<file path="src/rtl/store_write_buffer_pkg.sv">
// Shared types and constants for the store write buffer.
// STORE_MERGE_EN enables same-address store merging.
package store_write_buffer_pkg;

    localparam int SWB_DEPTH_DEF = 4;
    localparam logic [1:0] SWB_ALIGN_MASK = 2'b11;

    typedef struct packed {
        logic [31:0] addr;
        logic [31:0] data;
    } swb_entry_t;

    function automatic logic swb_aligned(input logic [31:0] addr);
        return (addr[1:0] & SWB_ALIGN_MASK) == 2'b00;
    endfunction

endpackage

</file>
<file path="src/rtl/store_write_buffer_if.sv">
// Core-side and memory-bus-side signals of the store write buffer.
// master: the buffer itself; slave: core plus memory environment.
interface store_write_buffer_if #(
    parameter int CNT_W = 16
) ();
    logic             memwrite;
    logic [31:0]      dataaddr;
    logic [31:0]      writedata;
    logic             stall;
    logic             bus_valid;
    logic             bus_ready;
    logic [31:0]      bus_addr;
    logic [31:0]      bus_data;
    logic             err_misaligned;
    logic [CNT_W-1:0] drained_cnt;

    modport master (
        input  memwrite, dataaddr, writedata, bus_ready,
        output stall, bus_valid, bus_addr, bus_data,
        output err_misaligned, drained_cnt
    );

    modport slave (
        output memwrite, dataaddr, writedata, bus_ready,
        input  stall, bus_valid, bus_addr, bus_data,
        input  err_misaligned, drained_cnt
    );
endinterface

</file>
<file path="src/rtl/swb_fifo.sv">
// Circular entry storage with head/tail pointers and occupancy count.
// STORE_MERGE_EN adds a data-overwrite port for the newest entry.
module swb_fifo
    import store_write_buffer_pkg::*;
#(
    parameter int  DEPTH = SWB_DEPTH_DEF,
    localparam int PTR_W = $clog2(DEPTH),
    localparam int OCC_W = PTR_W + 1
) (
    input  logic             clk,
    input  logic             reset,
    input  logic             push_i,
    input  logic             pop_i,
    input  swb_entry_t       entry_i,
`ifdef STORE_MERGE_EN
    input  logic             merge_i,
    input  logic [31:0]      merge_data_i,
    output logic [31:0]      newest_addr_o,
`endif
    output swb_entry_t       head_o,
    output logic [OCC_W-1:0] count_o,
    output logic             empty_o,
    output logic             full_o
);

    logic [PTR_W-1:0] head_q, head_d;
    logic [PTR_W-1:0] tail_q, tail_d;
    logic [OCC_W-1:0] count_q, count_d;
    swb_entry_t       mem_q [DEPTH];
    logic             push_ok, pop_ok;

    assign empty_o = (count_q == '0);
    assign full_o  = (count_q == OCC_W'(DEPTH));
    assign push_ok = push_i && !full_o;
    assign pop_ok  = pop_i && !empty_o;
    assign head_o  = mem_q[head_q];
    assign count_o = count_q;

`ifdef STORE_MERGE_EN
    logic [PTR_W-1:0] newest_idx;
    assign newest_idx    = tail_q - PTR_W'(1);
    assign newest_addr_o = mem_q[newest_idx].addr;
`endif

    // Next pointers and occupancy; pointers wrap naturally at DEPTH.
    always_comb begin
        head_d  = head_q;
        tail_d  = tail_q;
        count_d = count_q;
        if (push_ok) tail_d = tail_q + PTR_W'(1);
        if (pop_ok)  head_d = head_q + PTR_W'(1);
        unique case ({push_ok, pop_ok})
            2'b10:   count_d = count_q + OCC_W'(1);
            2'b01:   count_d = count_q - OCC_W'(1);
            default: count_d = count_q;
        endcase
    end

    // Pointer and occupancy state; reset discards all buffered entries.
    always_ff @(posedge clk or posedge reset) begin
        if (reset) begin
            head_q  <= '0;
            tail_q  <= '0;
            count_q <= '0;
        end else begin
            head_q  <= head_d;
            tail_q  <= tail_d;
            count_q <= count_d;
        end
    end

    // Entry storage; contents are only observable while count is nonzero.
    always_ff @(posedge clk) begin
        if (push_ok) begin
            mem_q[tail_q] <= entry_i;
        end
`ifdef STORE_MERGE_EN
        else if (merge_i) begin
            mem_q[newest_idx].data <= merge_data_i;
        end
`endif
    end

endmodule

</file>
<file path="src/rtl/store_write_buffer.sv">
// Store write buffer between core stores and the memory bus.
// Define STORE_MERGE_EN to merge stores hitting the newest entry.
module store_write_buffer
    import store_write_buffer_pkg::*;
#(
    parameter int DEPTH = SWB_DEPTH_DEF,
    parameter int CNT_W = 16
) (
    input  logic                  clk,
    input  logic                  reset,
    store_write_buffer_if.master  bus
);

    localparam int OCC_W = $clog2(DEPTH) + 1;

    swb_entry_t       head;
    swb_entry_t       new_entry;
    logic [OCC_W-1:0] count;
    logic             empty, full;
    logic             aligned, push, pop, merge;
    logic             err_q, err_d;
    logic [CNT_W-1:0] drained_q, drained_d;

    assign aligned   = swb_aligned(bus.dataaddr);
    assign pop       = !empty && bus.bus_ready;
    assign new_entry = '{addr: bus.dataaddr, data: bus.writedata};

`ifdef STORE_MERGE_EN
    logic [31:0] newest_addr;
    logic        merge_room;

    // A single entry may be leaving this cycle, so merging into it is unsafe.
    assign merge_room = (count > OCC_W'(1)) || (!empty && !pop);
    assign merge      = bus.memwrite && aligned && merge_room &&
                        (newest_addr == bus.dataaddr);
`else
    assign merge = 1'b0;
`endif

    assign push      = bus.memwrite && aligned && !full && !merge;
    assign bus.stall = bus.memwrite && aligned && full && !merge;

    swb_fifo #(
        .DEPTH        (DEPTH)
    ) u_fifo (
        .clk          (clk),
        .reset        (reset),
        .push_i       (push),
        .pop_i        (pop),
        .entry_i      (new_entry),
`ifdef STORE_MERGE_EN
        .merge_i      (merge),
        .merge_data_i (bus.writedata),
        .newest_addr_o(newest_addr),
`endif
        .head_o       (head),
        .count_o      (count),
        .empty_o      (empty),
        .full_o       (full)
    );

    assign bus.bus_valid      = !empty;
    assign bus.bus_addr       = empty ? 32'h0 : head.addr;
    assign bus.bus_data       = empty ? 32'h0 : head.data;
    assign bus.err_misaligned = err_q;
    assign bus.drained_cnt    = drained_q;

    // Error pulse for misaligned stores and drained-entry counter.
    always_comb begin
        err_d     = bus.memwrite && !aligned;
        drained_d = drained_q;
        if (pop) drained_d = drained_q + CNT_W'(1);
    end

    // Registered error flag and drain counter.
    always_ff @(posedge clk or posedge reset) begin
        if (reset) begin
            err_q     <= 1'b0;
            drained_q <= '0;
        end else begin
            err_q     <= err_d;
            drained_q <= drained_d;
        end
    end

endmodule

</file>
<file path="src/flat_wrapper.sv">
// flat-port wrapper written by rule: the top's interface ports become plain ports
module store_write_buffer_flat import store_write_buffer_pkg::*;
#(
    parameter int DEPTH = SWB_DEPTH_DEF,
    parameter int CNT_W = 16
)
  (clk, reset, bus_memwrite, bus_dataaddr, bus_writedata, bus_bus_ready, bus_stall, bus_bus_valid, bus_bus_addr, bus_bus_data, bus_err_misaligned, bus_drained_cnt);
  store_write_buffer_if #(.CNT_W(CNT_W)) bus_i ();
  input  logic clk;
  input  logic reset;
  input wire logic [$bits(bus_i.memwrite)-1:0] bus_memwrite;
  input wire logic [$bits(bus_i.dataaddr)-1:0] bus_dataaddr;
  input wire logic [$bits(bus_i.writedata)-1:0] bus_writedata;
  input wire logic [$bits(bus_i.bus_ready)-1:0] bus_bus_ready;
  output wire logic [$bits(bus_i.stall)-1:0] bus_stall;
  output wire logic [$bits(bus_i.bus_valid)-1:0] bus_bus_valid;
  output wire logic [$bits(bus_i.bus_addr)-1:0] bus_bus_addr;
  output wire logic [$bits(bus_i.bus_data)-1:0] bus_bus_data;
  output wire logic [$bits(bus_i.err_misaligned)-1:0] bus_err_misaligned;
  output wire logic [$bits(bus_i.drained_cnt)-1:0] bus_drained_cnt;
  assign bus_i.memwrite = bus_memwrite;
  assign bus_i.dataaddr = bus_dataaddr;
  assign bus_i.writedata = bus_writedata;
  assign bus_i.bus_ready = bus_bus_ready;
  assign bus_stall = bus_i.stall;
  assign bus_bus_valid = bus_i.bus_valid;
  assign bus_bus_addr = bus_i.bus_addr;
  assign bus_bus_data = bus_i.bus_data;
  assign bus_err_misaligned = bus_i.err_misaligned;
  assign bus_drained_cnt = bus_i.drained_cnt;
  store_write_buffer #(.DEPTH(DEPTH), .CNT_W(CNT_W)) u_core (.clk(clk), .reset(reset), .bus(bus_i));
endmodule
</file>
<file path="config.mk">
export PLATFORM = sky130hd
export DESIGN_NAME = store_write_buffer_flat
export DESIGN_NICKNAME = d
export VERILOG_FILES = /design/src/rtl/store_write_buffer_pkg.sv /design/src/rtl/store_write_buffer_if.sv /design/src/rtl/swb_fifo.sv /design/src/rtl/store_write_buffer.sv /design/src/flat_wrapper.sv
export SDC_FILE = /design/constraint.sdc
export NUM_CORES = 1
export LEC_CHECK = 0
export CAP_MARGIN = 20
export CORE_MARGIN = 8
export CORE_UTILIZATION = 40
export DETAILED_ROUTE_END_ITERATION = 8
export HOLD_SLACK_MARGIN = 0.06
export PLACE_DENSITY = 0.58
export SLEW_MARGIN = 20
export SYNTH_ARGS = -nofsm -noshare
export SYNTH_HDL_FRONTEND = slang
export SYNTH_SLANG_ARGS = --single-unit
</file>
<file path="constraint.sdc">
create_clock -name clk -period 3.34 [get_ports clk]
set_input_delay 0.501 -clock clk [delete_from_list [all_inputs] [get_ports clk]]
set_output_delay 0.501 -clock clk [all_outputs]
set_load 0.02 [all_outputs]
</file>
* Yosys cells after proc, flatten, opt, wreduce, memory -nomap -nowiden *
Memory sizes are Yosys's and may differ from the RTL's.
Index checks and enable logic that the tools add are counted.

word-level totals
  bits in registers = 24
  RAM bits = 256
  input port bits = 68
  output and inout bits = 83
  word-level logic and storage cells = 32
  memories kept = 1

memory list
  name                 depth  bits a word  rd ports  clocked after memory_dff  write ports  RTL line        RTL
  u_core.u_fifo.mem_q  4      64           1         0                         1            swb_fifo.sv:29  swb_entry_t mem_q [DEPTH];

cells by class
  $add $sub $neg = 5
  eq/ne operators = 3
  mux-type cells = 5
  reduce and logical (&&, ||, !) cells = 13

operators by type and width
  operator                                             number
  two-way mux 32 bit                                   2
  adder 16 x 1 -> 16 bit, second input constant        1
  logical AND 1 bit                                    7
  one-hot mux 3 bit (2 select lines)                   1
  adder 2 x 1 -> 2 bit, second input constant          2
  adder 3 x 1 -> 3 bit, second input constant          1
  equality test 3 bit, second input constant           1
  logical NOT 1 bit                                    3
  logical NOT 3 bit                                    1
  subtractor 3 x 1 -> 3 bit, second input constant     1
  equality test 2 x 1 -> 1 bit, second input constant  1
  equality test 2 bit, second input constant           1
  logical NOT 2 bit                                    1
  two-way mux 1 bit                                    2
  nonzero test 2 bit                                   1

* Depth between registers and ports, before layout *
Gate-level depths: netlist of the first run.

  depth after elaboration = 6
  depth in mapped cells = 10
  depth with buffers taken out = 10

* Hierarchy *
From an unflattened synthesis of the first run, not the netlist that was laid out.

second synthesis, totals
  cell total of the unflattened synthesis = 511
  area total of the unflattened synthesis = 10,874.2 µm²

by module, submodules not included
  module              times used  cells each  area each (µm²)  seq. area each (µm²)
  swb_fifo            1           372         9,659.3          7,862.5
  store_write_buffer  1           139         1,214.9          425.4

* Least setup slack after synthesis of the first run *
Ideal clock, no wire load.

  path kind = in2reg
  start point = in bus_dataaddr[1]
  end point = mem u_core.u_fifo.mem_q[0][0] (netlist bit), enable pin
  library setup time = 0.429 ns
  arrival = 2.588 ns
  required time = 2.911 ns
  path slack = 0.323 ns
  stages on the path = 4
  path buffers = 0
  path through = nor2_1 -> nand2_1 -> a21oi_1 -> and2_1

on the way
  cells in the longest elaborated chain, start to end = 6

ends and longest elaborated chain
  element                                  RTL line                      RTL
  start: declaration                       flat_wrapper.sv:12            input wire logic [$bits(bus_i.dataaddr)-1:0] bus_dataaddr;
  logical NOT 2 bit                        store_write_buffer_pkg.sv:14  return (addr[1:0] & SWB_ALIGN_MASK) == 2'b00;
  logical AND 1 bit (2 in a row)           store_write_buffer.sv:40      assign push = bus.memwrite && aligned && !full && !merge;
  logical AND 1 bit                        swb_fifo.sv:34                assign push_ok = push_i && !full_o;
  two-way mux 1 bit                        swb_fifo.sv:74                if (push_ok) begin
  two-way mux 1 bit (not written as such)  swb_fifo.sv:75                mem_q[tail_q] <= entry_i;
  end: declaration                         swb_fifo.sv:29

No other way between the ends.

* Final worst setup path of the first run *
  start point = reg u_core.u_fifo.head_q[1]
  end point = out bus_bus_addr[8]

on the way
  cells in the longest elaborated chain, start to end = 2

ends and longest elaborated chain
  element                   RTL line                  RTL
  start: declaration        swb_fifo.sv:26            logic [PTR_W-1:0] head_q, head_d;
  start signal: assignment  swb_fifo.sv:62            head_q <= '0;
  start signal: assignment  swb_fifo.sv:66            head_q <= head_d;
  memory read (4 x 64 bit)  -
  two-way mux 32 bit        store_write_buffer.sv:63  assign bus.bus_addr = empty ? 32'h0 : head.addr;
  end: declaration          flat_wrapper.sv:17        output wire logic [$bits(bus_i.bus_addr)-1:0] bus_bus_addr;

No other way between the ends.

==> metrics.txt, run 1 <==
Post-Place Setup Slack 0.5740 ns; Post-Route Skew 0.009391 ns; run status completed; met2 capacity usage during global routing 0.2296; fraction of the yosys area taken by sequential cells 0.7669; area of the core ~0.027 mm²; post-route setup TNS 0 ns; overflow left after global routing 0; share of cells above drive strength 1 0.1871; Post-Syn Nets 586; netlist area before placement about 0.011 mm²; Routed WL between 20,000 and 25,000 µm; Required @ worst endpoint between 2 and 3 ns; data arrival time of the critical path 2.59 ns; total of buffers placed on input and output ports 150; global router's overall resource usage 0.1353; fraction of met3 tracks used by global routing 0.03508; average wire length per cell after detail routing 21.03 µm; TritonCTS clock tree built; Clk pwr share 0.259; Seq cells post-synth between 200 and 300; switching component of the power 3466 µW; most used cells in the layout excluding fill and tap cells edfxtp_1 (256), clkdlybuf4s50_1 (150), mux4_2 (64), and2_1 (64), clkbuf_16 (29); power density cells 833.4 mW/mm²; worst skew pair latency 0.54 ns; antenna violations before repair 1; total of warnings raised by yosys 0; Post-route DRC 0; I/O pin total about 150; depth of the worst register-to-register path 8; Final GP Congestion 0.7179; sequential power share 0.376; leakage power about 0.0046 µW; CTS Buffer Depth 3; worst voltage drop across the vdd grid about 0.46 mV; Die H 180.4 µm; Hold Violations, Final 0; Worst Max-Slew Pin Slew between 0.4 and 0.5 ns; count of final max-slew check failures 0; PnR worst setup slack 0.2464 ns; worst hold path class primary input to async pin; # H-tree levels 1; internal power consumption between 8000 and 9000 µW; highest achievable clock rate 323.2 MHz; Syn-to-layout area delta 27.81%; proportion of total power due to net switching 0.3011; reg-to-reg slack, setup 1.24 ns; Worst setup EP type output pin; total half-perimeter wirelength after legalization and detailed placement 13,700 µm; leading register cell type out of synthesis edfxtp_1; most common cell after layout, fill and taps aside edfxtp_1; global-route wire length before repair about 35,000 µm; CTS clk-pin slew, worst paths 0.06 ns; number of max-cap violations 0; Via Count 5,350; Async SR Flop Fraction 0.08571; Initial Utilization 0.4044; TritonCTS Sinks 280; gr busiest metal met2; post-layout util 0.5168; highest fanout seen on the critical path 21; count of cell types in the netlist 29; Crit Reg-Reg Startpoint u_core.u_fifo.count_o[2]; number of global-route vias before repair 6,037; CTS Buf Count 29; number of resized instances in the post-cts repair step 0; fin crit period 3.094 ns; setup repair after global routing missed its margin false; First DRT Iteration DRCs 279; combinational fraction of design power 0.365; Post-DRT Antenna Nets 0; number of antenna cells inserted 0; Setup crit start kind register; number of detailed-route iterations in the first pass 4; number of rows created at floorplan 60; period utilization 0.9262; Worst Path Class, Setup register to output pin; chip width about 180 µm; count of flip-flops with a built-in enable after synthesis 256; pin count of the biggest net entering global routing 48; met1 usage 0.1738; die area 0.03253 mm²; final net count 765; headroom to the max-slew limit 0.6816; Vias per Instance 5.086; average cell area after synthesis 21.15 µm²; root cell of the clock tree clkbuf_16; Synth Instances about 510; Final setup viols 0; FF-to-FF End u_core.u_fifo.count_o[2]
state kept, by name, indices dropped and copies added, names as in the netlist:
register and cells:
u_core.u_fifo.count_o 3, u_core.u_fifo.head_q 2, u_core.u_fifo.mem_q 256, u_core.u_fifo.tail_q 2
u_core.bus.err_misaligned 1, u_core.bus.drained_cnt 16
routing by layer:
layer / wire length (µm) / share of wire / vias to the layer above
li1: - / - / 2379
met2: 10720 / 0.48 / 128
met4: 272 / 0.012 / 2
met5: 13 / 0.00059 / -
met1: 9876 / 0.45 / 2813
met3: 1236 / 0.056 / 28
how the worst max path moves through the flow:
| stage | slack [ns] | start | endpoint |
|---|---|---|---|
| 6_report | 0.25 | u_core.u_fifo.head_q[1] | bus_bus_addr[8] |
| 3_3_place_gp | 0.60 | u_core.u_fifo.head_q[0] | bus_bus_addr[8] |
| 4_1_cts | 0.17 | u_core.u_fifo.head_q[1] | bus_bus_addr[8] |
| 2_1_floorplan | 0.32 | bus_dataaddr[1] | u_core.u_fifo.mem_q[0][0] |
| 3_5_place_dp | 0.57 | u_core.u_fifo.head_q[0] | bus_bus_addr[8] |
| 5_1_grt | 0.12 | u_core.u_fifo.head_q[1] | bus_bus_addr[8] |
power groups by stage:
stage	Combinational [µW]	Clock, µW	Sequential, µW
final	4200	2980	4330
after global routing	4520	3190	4360
after CTS	4320	3070	4340
after detailed placement	4220	0	4450
after global placement	4200	0	4430
after floorplan	2480	0	4330
worst max-delay path: stages, from the launching register on:
cell	delay, ns
dfrtp_4	0.65
buf_4	0.33
mux4_2	0.36
and2_1	0.18
clkdlybuf4s50_1	0.53
layout make-up:
type / count / area, µm²
Clock inverter: 19 / 143.9
Clock buffer: 33 / 740.7
Sequential cell: 280 / 8295
Tap cell: 341 / 426.7
Timing Repair Buffer: 169 / 1777
Multi-Input combinational cell: 202 / 2399
Fill cell: 2156 / 12910
Inverter: 8 / 30.03
cells in the mapped netlist (2+ instances only):
master    count  area [µm²]
mux4_2       64        1441
edfxtp_1    256        7687
and2_1       68       425.4
nand2_1      14       52.55
xor2_1        9       78.83
buf_1         2       7.510
xnor2_1      12       105.1
ha_1          6       75.07
clkbuf_1     11       41.29
inv_1         8       30.03
dfrtp_1      24       600.6
buf_4         5       37.54
nor3_2        2       20.02
nor2_1        7       26.28
nand4_1       3       18.77
buf_2         3       15.01
nor3_1        2       10.01
and3_1        2       12.51
nand3_1       3       15.01
timing repair:
action | CTS | global route
setup endpoints to repair | 1 | 0
hold buffers | 0 | 0
setup buffers | 2 | 0
per-stage QoR:
step                total power, µW  area [µm²]  instances  hold slack (ns)
detailed placement             8664       12880        997           0.4619
CTS                           11730       13800       1051           0.4814
global placement               8635       12880        997           0.4668
finish                        11510       13810       1052           0.2130
floorplan                      6807       10810        511           0.5156
global route                  12070       13810       1052           0.2291
logic make-up after synthesis:
kind of cell	Yosys count	share of synthesized area
adders and majority gates	7	0.008799
muxes	66	0.1353
AOI/OAI and AO/OA	2	0.002431
buffers and inverters	29	0.01216
xor gates and xnor gates	21	0.01702
and+or+nand+nor	106	0.05731
DFF	280	0.7669
(Power assumes the default switching activity.)
==> inputs of run 2 (changes only) <==
--- a/config.mk
+++ b/config.mk
@@ -7,10 +7,10 @@
 export LEC_CHECK = 0
 export CAP_MARGIN = 20
 export CORE_MARGIN = 8
-export CORE_UTILIZATION = 40
+export CORE_UTILIZATION = 54
 export DETAILED_ROUTE_END_ITERATION = 8
 export HOLD_SLACK_MARGIN = 0.06
-export PLACE_DENSITY = 0.58
+export PLACE_DENSITY = 0.76
 export SLEW_MARGIN = 20
 export SYNTH_ARGS = -nofsm -noshare
 export SYNTH_HDL_FRONTEND = slang
==> constraint.sdc (replaced) <==
create_clock -name clk -period 3.34 [get_ports clk]
set_input_delay 0.668 -clock clk [delete_from_list [all_inputs] [get_ports clk]]
set_output_delay 0.668 -clock clk [all_outputs]
set_load 0.05 [all_outputs]
==> metrics.txt, run 2 (synthesized netlist as in run 1, its figures left out) <==
ordered list of cells on the worst path buf_4, mux4_2, and2_1, clkdlybuf4s50_1 (unchanged); launch instance of the worst min-delay path u_core.bus.drained_cnt[15]; average wire length per cell after detail routing 22.22 µm (was 21.03 µm); final net count 765 (unchanged); worst voltage drop across the vdd grid 0.6177 mV (was 0.4563 mV); Die H 157.5 µm (was 180.4 µm); Critical-path top delay cell clkdlybuf4s50_1 (was dfrtp_4); global-route wire length before repair 33,300 µm (was 34,700 µm); Final GP Congestion 0.7874 (was 0.7179); total half-perimeter wirelength after legalization and detailed placement 14,040 µm (was 13,700 µm); number of flip-flops under the largest register name 256 (unchanged); post-route setup TNS 0 ns (unchanged); highest fanout seen on the critical path 3 (was 21); number of global-route vias before repair 5,867 (was 6,037); Via Count 5,369 (was 5,350); Vias per Instance 5.507 (was 5.086); CTS Buf Count 27 (was 29); Worst setup EP type output pin (unchanged); number of max-cap violations 0 (unchanged); highest achievable clock rate 313.6 MHz (was 323.2 MHz); chip width 157.5 µm (was 180.4 µm); TritonCTS Sinks 280 (unchanged); worst hold path class register to register (was primary input to async pin); Post-Route Skew 0.01130 ns (was 0.009391 ns); most common cell after layout, fill and taps aside edfxtp_1 (unchanged); Crit Reg-Reg Startpoint u_core.u_fifo.count_o[2] (unchanged); Initial Utilization 0.5534 (was 0.4044); Routed WL 21,670 µm (was 22,120 µm); Post-DRT Antenna Nets 0 (unchanged); antenna violations before repair 1 (unchanged); period utilization 0.9547 (was 0.9262); Worst Max-Slew Pin Slew 0.9672 ns (was 0.4776 ns); number of inserted filler cells in the final layout 1,250 (was 2,156); area of combinational cells with multiple inputs 0.002402 mm² (was 0.002399 mm²); Biggest register u_core.u_fifo.mem_q (unchanged); Final setup viols 0 (unchanged); Worst Path Class, Setup register to output pin (unchanged); delay contributed by the slowest stage of the critical path 0.69 ns (was 0.65 ns); Hold EP u_core.bus.drained_cnt[15]; Min Hold Slack 0.4794 ns (was 0.2130 ns); Syn-to-layout area delta 26.48% (was 27.81%); headroom to the max-slew limit 0.3545 (was 0.6816); TritonCTS clock tree built (unchanged); data arrival time of the critical path 2.52 ns (was 2.59 ns); Post-route DRC 0 (unchanged); share of cells above drive strength 1 0.2718 (was 0.1871); number of antenna cells inserted 0 (unchanged); final non-filler cell total 975 (was 1,052); Hold Violations, Final 0 (unchanged); global router's overall resource usage 0.1767 (was 0.1353); fin crit period 3.189 ns (was 3.094 ns); I/O pin total 151 (unchanged); total of buffers placed on input and output ports 150 (unchanged); power density cells 931.5 mW/mm² (was 833.4 mW/mm²); depth of the worst register-to-register path 8 (unchanged); reg-to-reg slack, setup 1.13 ns (was 1.24 ns); hold bufs inserted after CTS 0 (unchanged); setup repair after global routing missed its margin false (unchanged); pin count of the biggest net entering global routing 42 (was 48); worst skew pair latency 0.52 ns (was 0.54 ns); CTS Buffer Depth 3 (unchanged); area of the core 0.01953 mm² (was 0.02673 mm²); register area 0.008295 mm² (unchanged); First DRT Iteration DRCs 327 (was 279); number of rows created at floorplan 51 (was 60); number of detailed-route iterations in the first pass 4 (unchanged); Required @ worst endpoint 2.67 ns (was 2.84 ns); CTS clk-pin slew, worst paths 0.06 ns (about the same); # H-tree levels 1 (unchanged); Cells after DPL 923 (was 997); Setup crit start kind register (unchanged); run status completed (unchanged); count of final max-slew check failures 0 (unchanged); most used cells in the layout excluding fill and tap cells edfxtp_1 (256), clkdlybuf4s50_1 (101), mux4_2 (64), and2_1 (64), buf_4 (57) (was edfxtp_1 (256), clkdlybuf4s50_1 (150), mux4_2 (64), and2_1 (64), clkbuf_16 (29)); overflow left after global routing 0 (unchanged); cell depth of the worst hold path 1; leakage power 0.004667 µW (was 0.004597 µW); root cell of the clock tree clkbuf_16 (unchanged); FF-to-FF End u_core.u_fifo.count_o[2] (unchanged); die area 0.02480 mm² (was 0.03253 mm²)
-- run 2: cell count changes in the layout (fill, tap and decap cells not counted) --
cell             change
buf_8                -1
clkbuf_1             -1
inv_8                -1
clkinv_2             +4
or3_4                +1
buf_4               +49
or3_2                -1
clkinv_1            -11
bufinv_16            +2
clkbuf_16            -2
clkinvlp_4           +5
clkbuf_8             +1
buf_12               +3
clkdlybuf4s50_1     -49
-- run 2: power by group --
part | internal (µW) | switching, µW | total (µW) | leakage (µW)
Sequential | 4100 | 225 | 4330 | 0.00262
Clock | 1820 | 1250 | 3080 | 0.000433
Combinational | 2040 | 3290 | 5330 | 0.00162
-- run 2: cell type report --
class / count / area share
clock buffers: 31 / 0.05126
inverters: 8 / 0.002197
well taps: 265 / 0.02426
multi-input cells: 202 / 0.1758
repair buffers: 171 / 0.1243
clock inverters: 18 / 0.01529
flip-flops and latches: 280 / 0.6069
-- run 2: timing repair --
item	in CTS	in global routing
resized for setup	1	0
buffers inserted	3	0
endpoints found under the setup margin	16	0
-- run 2: worst max path at each step --
| stage | to | depth (start not counted) | start |
|---|---|---|---|
| 3_3_place_gp | bus_bus_addr[7] | 3 | u_core.u_fifo.count_o[2] |
| 4_1_cts | bus_bus_addr[17] | 4 | u_core.u_fifo.head_q[0] |
| 3_5_place_dp | bus_bus_addr[20] | 3 | u_core.u_fifo.count_o[2] |
| 2_1_floorplan | u_core.u_fifo.mem_q[2][0] | 4 | bus_dataaddr[1] |
| 5_1_grt | bus_bus_addr[20] | 4 | u_core.u_fifo.head_q[0] |
| 6_report | bus_bus_data[0] | 4 | u_core.u_fifo.head_q[0] |
-- run 2: metal layers --
metal	global-route usage	routed length [µm]	part of all wire	vias to the layer above
li1	-	-	-	2379
met1	0.2227	8797	0.41	2780
met2	0.3079	11040	0.51	170
met3	0.03702	1406	0.065	38
met4	0.04397	407	0.019	2
met5	0	13	0.00060	-
-- run 2: stage by stage --
step                power (µW)  setup slack (ns)  cell area [µm²]    util
floorplan                 8106            0.1562            10810       -
global placement          9633            0.4919            12710  0.6508
detailed placement        9714            0.4310            12710  0.6508
CTS                      12890            0.1132            13670  0.7000
global route             13220           0.08150            13670  0.7000
finish                   12730            0.1512            13670  0.7000
-- run 2: worst max-delay path: cells and delay by family (launching register included) --
kind / cells / cell delay (ns)
and+or+nand+nor: 1 / 0.17
buffers and inverters: 2 / 0.84
DFF: 1 / 0.46
muxes: 1 / 0.53
